## src/rtl/wb_arb_pkg.sv

```systemverilog
// Shared types and constants for the register-file write-port arbiter.
// Holds the FSM state type, destination-select codes and fixed register numbers.
package wb_arb_pkg;

  typedef enum logic [1:0] {
    IDLE,
    PEND,
    FORCE
  } state_t;

  localparam logic [1:0] SEL_RT = 2'b00;
  localparam logic [1:0] SEL_RD = 2'b01;
  localparam logic [1:0] SEL_RA = 2'b10;

  localparam logic [4:0] REG_RA   = 5'd31;
  localparam logic [4:0] REG_ZERO = 5'd0;

endpackage

```

## src/rtl/wb_dest_sel.sv

```systemverilog
// Combinational destination-register decode for the WB source.
// Ports: sel (2b select), rt/rd (5b fields) in; addr (5b) out. 1x selects $31.
module wb_dest_sel
  import wb_arb_pkg::*;
(
  input  logic [1:0] sel,
  input  logic [4:0] rt,
  input  logic [4:0] rd,
  output logic [4:0] addr
);

  always_comb begin
    case (sel)
      SEL_RT:  addr = rt;
      SEL_RD:  addr = rd;
      default: addr = REG_RA;
    endcase
  end

endmodule

```

## src/rtl/regfile_wb_arbiter.sv

```systemverilog
// Arbitrates the single register-file write port between WB (priority) and an LL unit.
// In: clk, rst (sync, active-high), wb_valid/sel/rt/rd/data, ll_valid/addr/data.
// Out: ll_ready, wb_stall, ll_busy_addr (comb); rf_we/rf_waddr/rf_wdata (registered).
// Optional macro WB_ARB_FWD_EN adds fwd_valid/fwd_addr/fwd_data same-cycle bypass.
module regfile_wb_arbiter
  import wb_arb_pkg::*;
#(
  parameter int unsigned STARVE_MAX = 8
) (
  input  logic        clk,
  input  logic        rst,
  input  logic        wb_valid,
  input  logic [1:0]  wb_sel,
  input  logic [4:0]  wb_rt,
  input  logic [4:0]  wb_rd,
  input  logic [31:0] wb_data,
  input  logic        ll_valid,
  input  logic [4:0]  ll_addr,
  input  logic [31:0] ll_data,
  output logic        ll_ready,
  output logic        wb_stall,
  output logic [4:0]  ll_busy_addr,
  output logic        rf_we,
  output logic [4:0]  rf_waddr,
  output logic [31:0] rf_wdata
`ifdef WB_ARB_FWD_EN
  ,
  output logic        fwd_valid,
  output logic [4:0]  fwd_addr,
  output logic [31:0] fwd_data
`endif
);

  localparam logic [7:0] CNT_MAX = 8'(STARVE_MAX);

  state_t      state, state_nxt;
  logic [7:0]  cnt, cnt_nxt;
  logic        gnt_wb, gnt_ll, stall;
  logic        gnt_any;
  logic [4:0]  wb_addr, g_addr;
  logic [31:0] g_data;

  wb_dest_sel u_dest (
    .sel  (wb_sel),
    .rt   (wb_rt),
    .rd   (wb_rd),
    .addr (wb_addr)
  );

  always_comb begin
    state_nxt = state;
    cnt_nxt   = cnt;
    gnt_wb    = 1'b0;
    gnt_ll    = 1'b0;
    stall     = 1'b0;
    unique case (state)
      IDLE: begin
        if (ll_valid && !wb_valid) begin
          gnt_ll = 1'b1;
        end else if (ll_valid) begin
          gnt_wb    = 1'b1;
          cnt_nxt   = 8'd1;
          state_nxt = PEND;
        end else begin
          gnt_wb = wb_valid;
        end
      end
      PEND: begin
        if (!ll_valid) begin
          // LL vanished: abandon it, WB still gets the port
          gnt_wb    = wb_valid;
          cnt_nxt   = 8'd0;
          state_nxt = IDLE;
        end else if (!wb_valid) begin
          gnt_ll    = 1'b1;
          cnt_nxt   = 8'd0;
          state_nxt = IDLE;
        end else if (cnt < CNT_MAX) begin
          gnt_wb  = 1'b1;
          cnt_nxt = cnt + 8'd1;
        end else begin
          gnt_wb    = 1'b1;
          state_nxt = FORCE;
        end
      end
      FORCE: begin
        // WB slot is stolen; any WB presented now is dropped
        stall     = 1'b1;
        gnt_ll    = ll_valid;
        cnt_nxt   = 8'd0;
        state_nxt = IDLE;
      end
      default: begin
        cnt_nxt   = 8'd0;
        state_nxt = IDLE;
      end
    endcase
    if (rst) begin
      gnt_wb = 1'b0;
      gnt_ll = 1'b0;
      stall  = 1'b0;
    end
  end

  assign gnt_any = gnt_wb | gnt_ll;
  assign g_addr  = gnt_ll ? ll_addr : wb_addr;
  assign g_data  = gnt_ll ? ll_data : wb_data;

  assign ll_ready     = gnt_ll;
  assign wb_stall     = stall;
  assign ll_busy_addr = (ll_valid && !gnt_ll && !rst) ? ll_addr : REG_ZERO;

`ifdef WB_ARB_FWD_EN
  assign fwd_valid = gnt_any && (g_addr != REG_ZERO);
  assign fwd_addr  = g_addr;
  assign fwd_data  = g_data;
`endif

  always_ff @(posedge clk) begin
    if (rst) begin
      state    <= IDLE;
      cnt      <= 8'd0;
      rf_we    <= 1'b0;
      rf_waddr <= REG_ZERO;
      rf_wdata <= 32'd0;
    end else begin
      state <= state_nxt;
      cnt   <= cnt_nxt;
      rf_we <= gnt_any && (g_addr != REG_ZERO);
      if (gnt_any) begin
        rf_waddr <= g_addr;
        rf_wdata <= g_data;
      end
      if (state == FORCE) assert (!wb_valid);
      if (state != IDLE) assert (ll_valid);
    end
  end

endmodule

```

## config.mk

```make
export PLATFORM = sky130hd
export DESIGN_NAME = regfile_wb_arbiter
export DESIGN_NICKNAME = d
export VERILOG_FILES = /design/src/rtl/wb_arb_pkg.sv /design/src/rtl/wb_dest_sel.sv /design/src/rtl/regfile_wb_arbiter.sv
export SDC_FILE = /design/constraint.sdc
export NUM_CORES = 1
export LEC_CHECK = 0
export ABC_AREA = 1
export CAP_MARGIN = 10
export CORE_ASPECT_RATIO = 1.4
export CORE_MARGIN = 1.5
export CORE_UTILIZATION = 41
export DETAILED_ROUTE_END_ITERATION = 8
export PLACE_DENSITY = 0.87
export SYNTH_ARGS = -nofsm -noshare
export SYNTH_HDL_FRONTEND = slang
export SYNTH_SLANG_ARGS = --single-unit
```

## constraint.sdc

```tcl
create_clock -name clk -period 2.2 [get_ports clk]
set_input_delay 0.55 -clock clk [delete_from_list [all_inputs] [get_ports clk]]
set_output_delay 0.55 -clock clk [all_outputs]
set_load 0.02 [all_outputs]
```

; ---- Word level (Yosys, flattened, before mapping)
; Index checks and enable logic that the tools add are counted.
[totals]
ff_bits = 48
inputBits = 85
out_inout_bits = 45
wordCells = 56
[classes]
addsub = 1
order_cmp = 1
n_eq_ne = 7
mux = 29
bitwise = 1
n_reduce_logical = 12
[ops]
columns = op, n
row1 = two-way mux 8 bit, 5
row2 = two-way mux 32 bit, 1
row3 = one-hot mux 8 bit (2 select lines), 1
row4 = two-way mux 1 bit, 11
row5 = two-way mux 2 bit, 5
row6 = two-way mux 5 bit, 2
row7 = one-hot mux 5 bit (2 select lines), 1
row8 = adder 8 x 1 -> 8 bit (second input constant), 1
row9 = < comparator 8 x 4 -> 1 bit (second input constant), 1
row10 = != test 4 bit (second input constant), 2
row11 = AND reduction 3 bit, 2
row12 = nonzero test 5 bit, 1
row13 = == test 2 x 1 -> 1 bit (second input constant), 2
row14 = logical AND 1 bit, 4
row15 = logical NOT 2 bit, 2
row16 = != test 2 bit (second input constant), 2
row17 = one-hot mux 2 bit (2 select lines), 1
row18 = logical NOT 1 bit, 3
row19 = one-hot mux 1 bit (3 select lines), 1
row20 = == test 2 bit (second input constant), 1
row21 = one-hot mux 1 bit (2 select lines), 1
row22 = OR 1 bit, 1

; ---- Longest topological paths before layout
[depth]
depth_word = 9
ltp_mapped = 10
depth_no_buf = 10

; ---- Modules after synthesis
; Synthesis repeated with hierarchy kept, for this count alone.
[unflattened]
hier_cells = 318
hier_area_um2 = 2280.9
[modules_own_cells]
columns = mod, n_inst, cells_each, area_per_inst_um2, seq_area_each_um2
row1 = regfile_wb_arbiter, 1, 301, 2202.1, 960.9
row2 = wb_dest_sel, 1, 17, 78.8, 0.0

; ---- Worst setup path before layout
; Ideal clock, no wire load.
[synth_path]
kind = input -> output
startpoint = in rst
endpoint = out ll_busy_addr[0]
arrival_time_ps = 1285
required_time_ps = 1650
setup_slack_ps = 365
cell_stages = 5
path_buffers = 1
cell_sequence = buf_4 nor2_4 nand3_4 nand3_1 nor2_1
[synth_between]
elab_chain_len = 5
word_cells_on_any_way = 6
cone_classes = mux: 2 / reduce/logical: 4
[synth_rtl]
columns = item, line
row1 = start: declaration, regfile_wb_arbiter.sv:11  ; input logic rst,
row2 = two-way mux 1 bit, regfile_wb_arbiter.sv:98  ; if (rst) begin
row3 = logical NOT 1 bit, regfile_wb_arbiter.sv:111  ; assign ll_busy_addr = (ll_valid && !gnt_ll && !rst) ? ll_addr : REG_ZERO;
row4 = logical AND 1 bit, regfile_wb_arbiter.sv:111
row5 = logical AND 1 bit (*), regfile_wb_arbiter.sv:111
row6 = two-way mux 5 bit (*), regfile_wb_arbiter.sv:111
row7 = end: declaration, regfile_wb_arbiter.sv:22  ; output logic [4:0] ll_busy_addr,
; Every way passes the cells marked *; elsewhere a longest branch is shown, timed or not.

; ---- Final worst setup path
[layout_path]
startpoint = in wb_valid
endpoint = out ll_busy_addr[2]
[layout_between]
elab_chain_len = 9
word_cells_on_any_way = 11
cone_classes = mux: 6 / reduce/logical: 5
[layout_rtl]
columns = item, line
row1 = start: declaration, regfile_wb_arbiter.sv:12  ; input logic wb_valid,
row2 = logical NOT 1 bit, --
row3 = logical AND 1 bit, regfile_wb_arbiter.sv:58  ; if (ll_valid && !wb_valid) begin
row4 = two-way mux 1 bit, regfile_wb_arbiter.sv:58
row5 = one-hot mux 1 bit (3 select lines) (*), regfile_wb_arbiter.sv:56  ; unique case (state)
row6 = two-way mux 1 bit (*), regfile_wb_arbiter.sv:98
row7 = logical NOT 1 bit (*), regfile_wb_arbiter.sv:111
row8 = logical AND 1 bit (*) (2 in series), regfile_wb_arbiter.sv:111
row9 = two-way mux 5 bit (*), regfile_wb_arbiter.sv:111
; Marks and branches as above.

==> impl_results.md <==
* Synth cell types at 23
* RSZ-0062 raised after global routing: yes
* Fillers at 433
* CTS Hold Bufs at 0
* Crit path max-delay family: buffers and inverters
* Die ar. at 5823 um^2
* IO Count at 130
* Levels on crit path at 6
* Worst-path clk slew at 0.08 ns
* Sink Count at 48
* # setup viols final at 0
* Routed Antenna Nets at 0
* Hold depth at 2
* Register area share after synthesis at 43.66%
* Critical path class: input pin to primary output
* Synthesized area per cell at 6.943 um^2
* Initial Util at 42.66%
* Final Max Slew Viols at 0
* Drt first pass iters at 4
* CP endpoint kind: primary output
* Num CTS Buffers at 5
* Final WS setup at 0.04520 ns
* Area of the multi-input gates at 1015 um^2
* R2r worst-path depth at 8
* Routed wire length at 6.257 mm
* First-pass GRT wire length at 9.915 mm
* CP required at 1.65 ns
* Synth warn at 0
* Total power at 1.982 mW
* Worst EP arrival at 1.60 ns
* Sequential Area at 960.9 um^2
* Total negative slack at 0 ns
* PwrDens at 542.0 nW/um^2
* WL per Instance at 12.08 um
* Seq cells post-synth at 48
* Worst Path Buf+Inv at 2
* Leakage power at 1.499 nW
* Crit path time final at 2.155 ns
* Routed vias at 2475
* Skew final at 0.004489 ns
* Worst skew pair latency at 0.29 ns
* Placeable Area at 5159 um^2
* Fin crit share at 97.95%
* Critical Path Max Stage Delay at 0.50 ns
* Most frequent cells after synthesis: nand2_1, dfxtp_1, a31oi_1
* Critical Path Slowest Stage Cell: clkdlybuf4s50_1
* Final core occ at 70.87%
* Final Hold Fails at 0
* Clock buffer depth at 2
* Residual DRC at 0
* Fmax at 464.1 MHz
* Synth area leaders: dfxtp_1, nand2_1, a31oi_1
* Post-synth ARST share at 0%
* Port bufs at 129
* HPWL after DPL at 4.722 mm
* Cell Chain, Critical Path: clkdlybuf4s50_1 -> nand2_2 -> nand3_4 -> nand3_4 -> nor2_1 -> buf_2
* Vias in the first global route at 2314
* Cell area after synthesis at 2201 um^2
* Antenna cell count at 0
* Status: finished, final reports clean
* Grt ovf at 0
* Initial antenna violation count at 0
* DR iter-0 viols at 78
* Crit-path max FO at 5
* Share of cells above drive strength 1 at 8.628%
* Relative slew slack at 63.46%
* Clock Tree Root: clkbuf_8
* Die height at 89.69 um
* Std cell rows at 31
* H-Tree Depth at 2
* Main synth FF type: dfxtp_1
* Max Cap Viol at 0
* Post-synth EDFFs at 0
* Top-area cell type share of the netlist area at 43.66%
* Final nets at 537
* Post-Synthesis Cells at 317
* Most frequent cell after synthesis: nand2_1
* Measured slew at the worst slew-check pin at 0.5473 ns
* Largest net degree at the start of global routing at 36
* Hold Path Class: flop to flop
* Synth area leader: dfxtp_1
* Die width at 64.92 um
* CTS tree: done
* Maximum VDD drop at 0.0004660 V
* GRT Overall Usage at 21.78%
* CP most frequent cell: nand3_4
* RD Place Congestion at 0.7912
* Synth-to-Final Area Change at 66.12%
* Synthesized net count at 403
* Via density per instance at 4.778
* Pre-CTS WS at -0.4960 ns
* Worst setup SP type: input pin
-- power by group --
part	switching (mW)	internal [mW]	leakage [nW]
Combinational	0.230	0.279	1.06
Clock	0.273	0.255	0.0445
Sequential	0.0262	0.918	0.394
-- registers in the layout, summed over array words and instances, names as in the netlist --
| name | cells |
|---|---|
| rf_wdata | 32 |
| cnt | 8 |
| rf_waddr | 5 |
| state | 2 |
| rf_we | 1 |
-- kinds of logic (layout without fill, tap and decap cells) --
group	Yosys count	count (layout)	synth area share, %
simple gates	174	174	32.12
flops	48	48	43.66
compound gates	45	45	12.85
fa+ha+maj	1	1	0.5684
buf+inv	49	184	10.80
-- placed cells by master (no fill, tap or decap) --
cell	count
nor2_1	21
inv_1	28
clkinvlp_4	1
buf_2	6
nand3_1	11
buf_4	13
nand2_2	3
nand4_1	2
nor3_1	4
a21oi_1	3
clkbuf_8	6
clkbuf_1	1
a31oi_1	32
nand3_4	2
inv_2	5
dfxtp_1	48
a21boi_0	1
o21bai_1	1
clkdlybuf4s50_1	120
buf_12	1
o21ai_0	3
nand2_1	130
inv_4	1
dlymetal6s2s_1	2
nor2_4	1
ha_1	1
o211ai_1	5
-- metal layers --
metal	up-vias	share of wire [%]	GRT usage [%]
met3	8	7.3	5.860
met4	0	1.5	7.157
met5	-	0	0
met2	93	53	42.64
li1	1277	-	-
met1	1097	38	22.18
-- worst min-delay path: stages (launching register included) --
cell and delay [ns]:
dfxtp_1 0.32, nand2_1 0.06, nor2_1 0.03
-- timing repair --
action / in CTS / in global routing
resized for setup: 26 / 4
setup endpoints to repair: 6 / 7
setup buffers: 0 / 1
pin swaps: 0 / 1
-- metrics by stage --
stage	hold slack (ns)	instances	area [um^2]
finish	0.4397	518	3656
floorplan	0.4190	317	2201
global route	0.4635	518	3656
global placement	0.4250	509	3565
detailed placement	0.4277	509	3565
CTS	0.4418	517	3636
-- layout make-up --
cell class,count,share of cell area [%]
clock inverter,1,0.2053
sequential,48,26.28
inverter,34,3.559
multi-input combinational,220,27.75
tap,66,2.259
clock buffer,7,2.361
timing repair buffer,142,37.58
-- final timing paths --
path / from / endpoint / slack [ns]
worst max register to register: state[1] / rf_wdata[0] / 0.46
worst min-delay path: cnt[7] / cnt[7] / 0.44
worst max-delay path: wb_valid / ll_busy_addr[2] / 0.05
worst min register to register: cnt[7] / cnt[7] / 0.44
No activity file was read; power rests on OpenSTA's default activity.
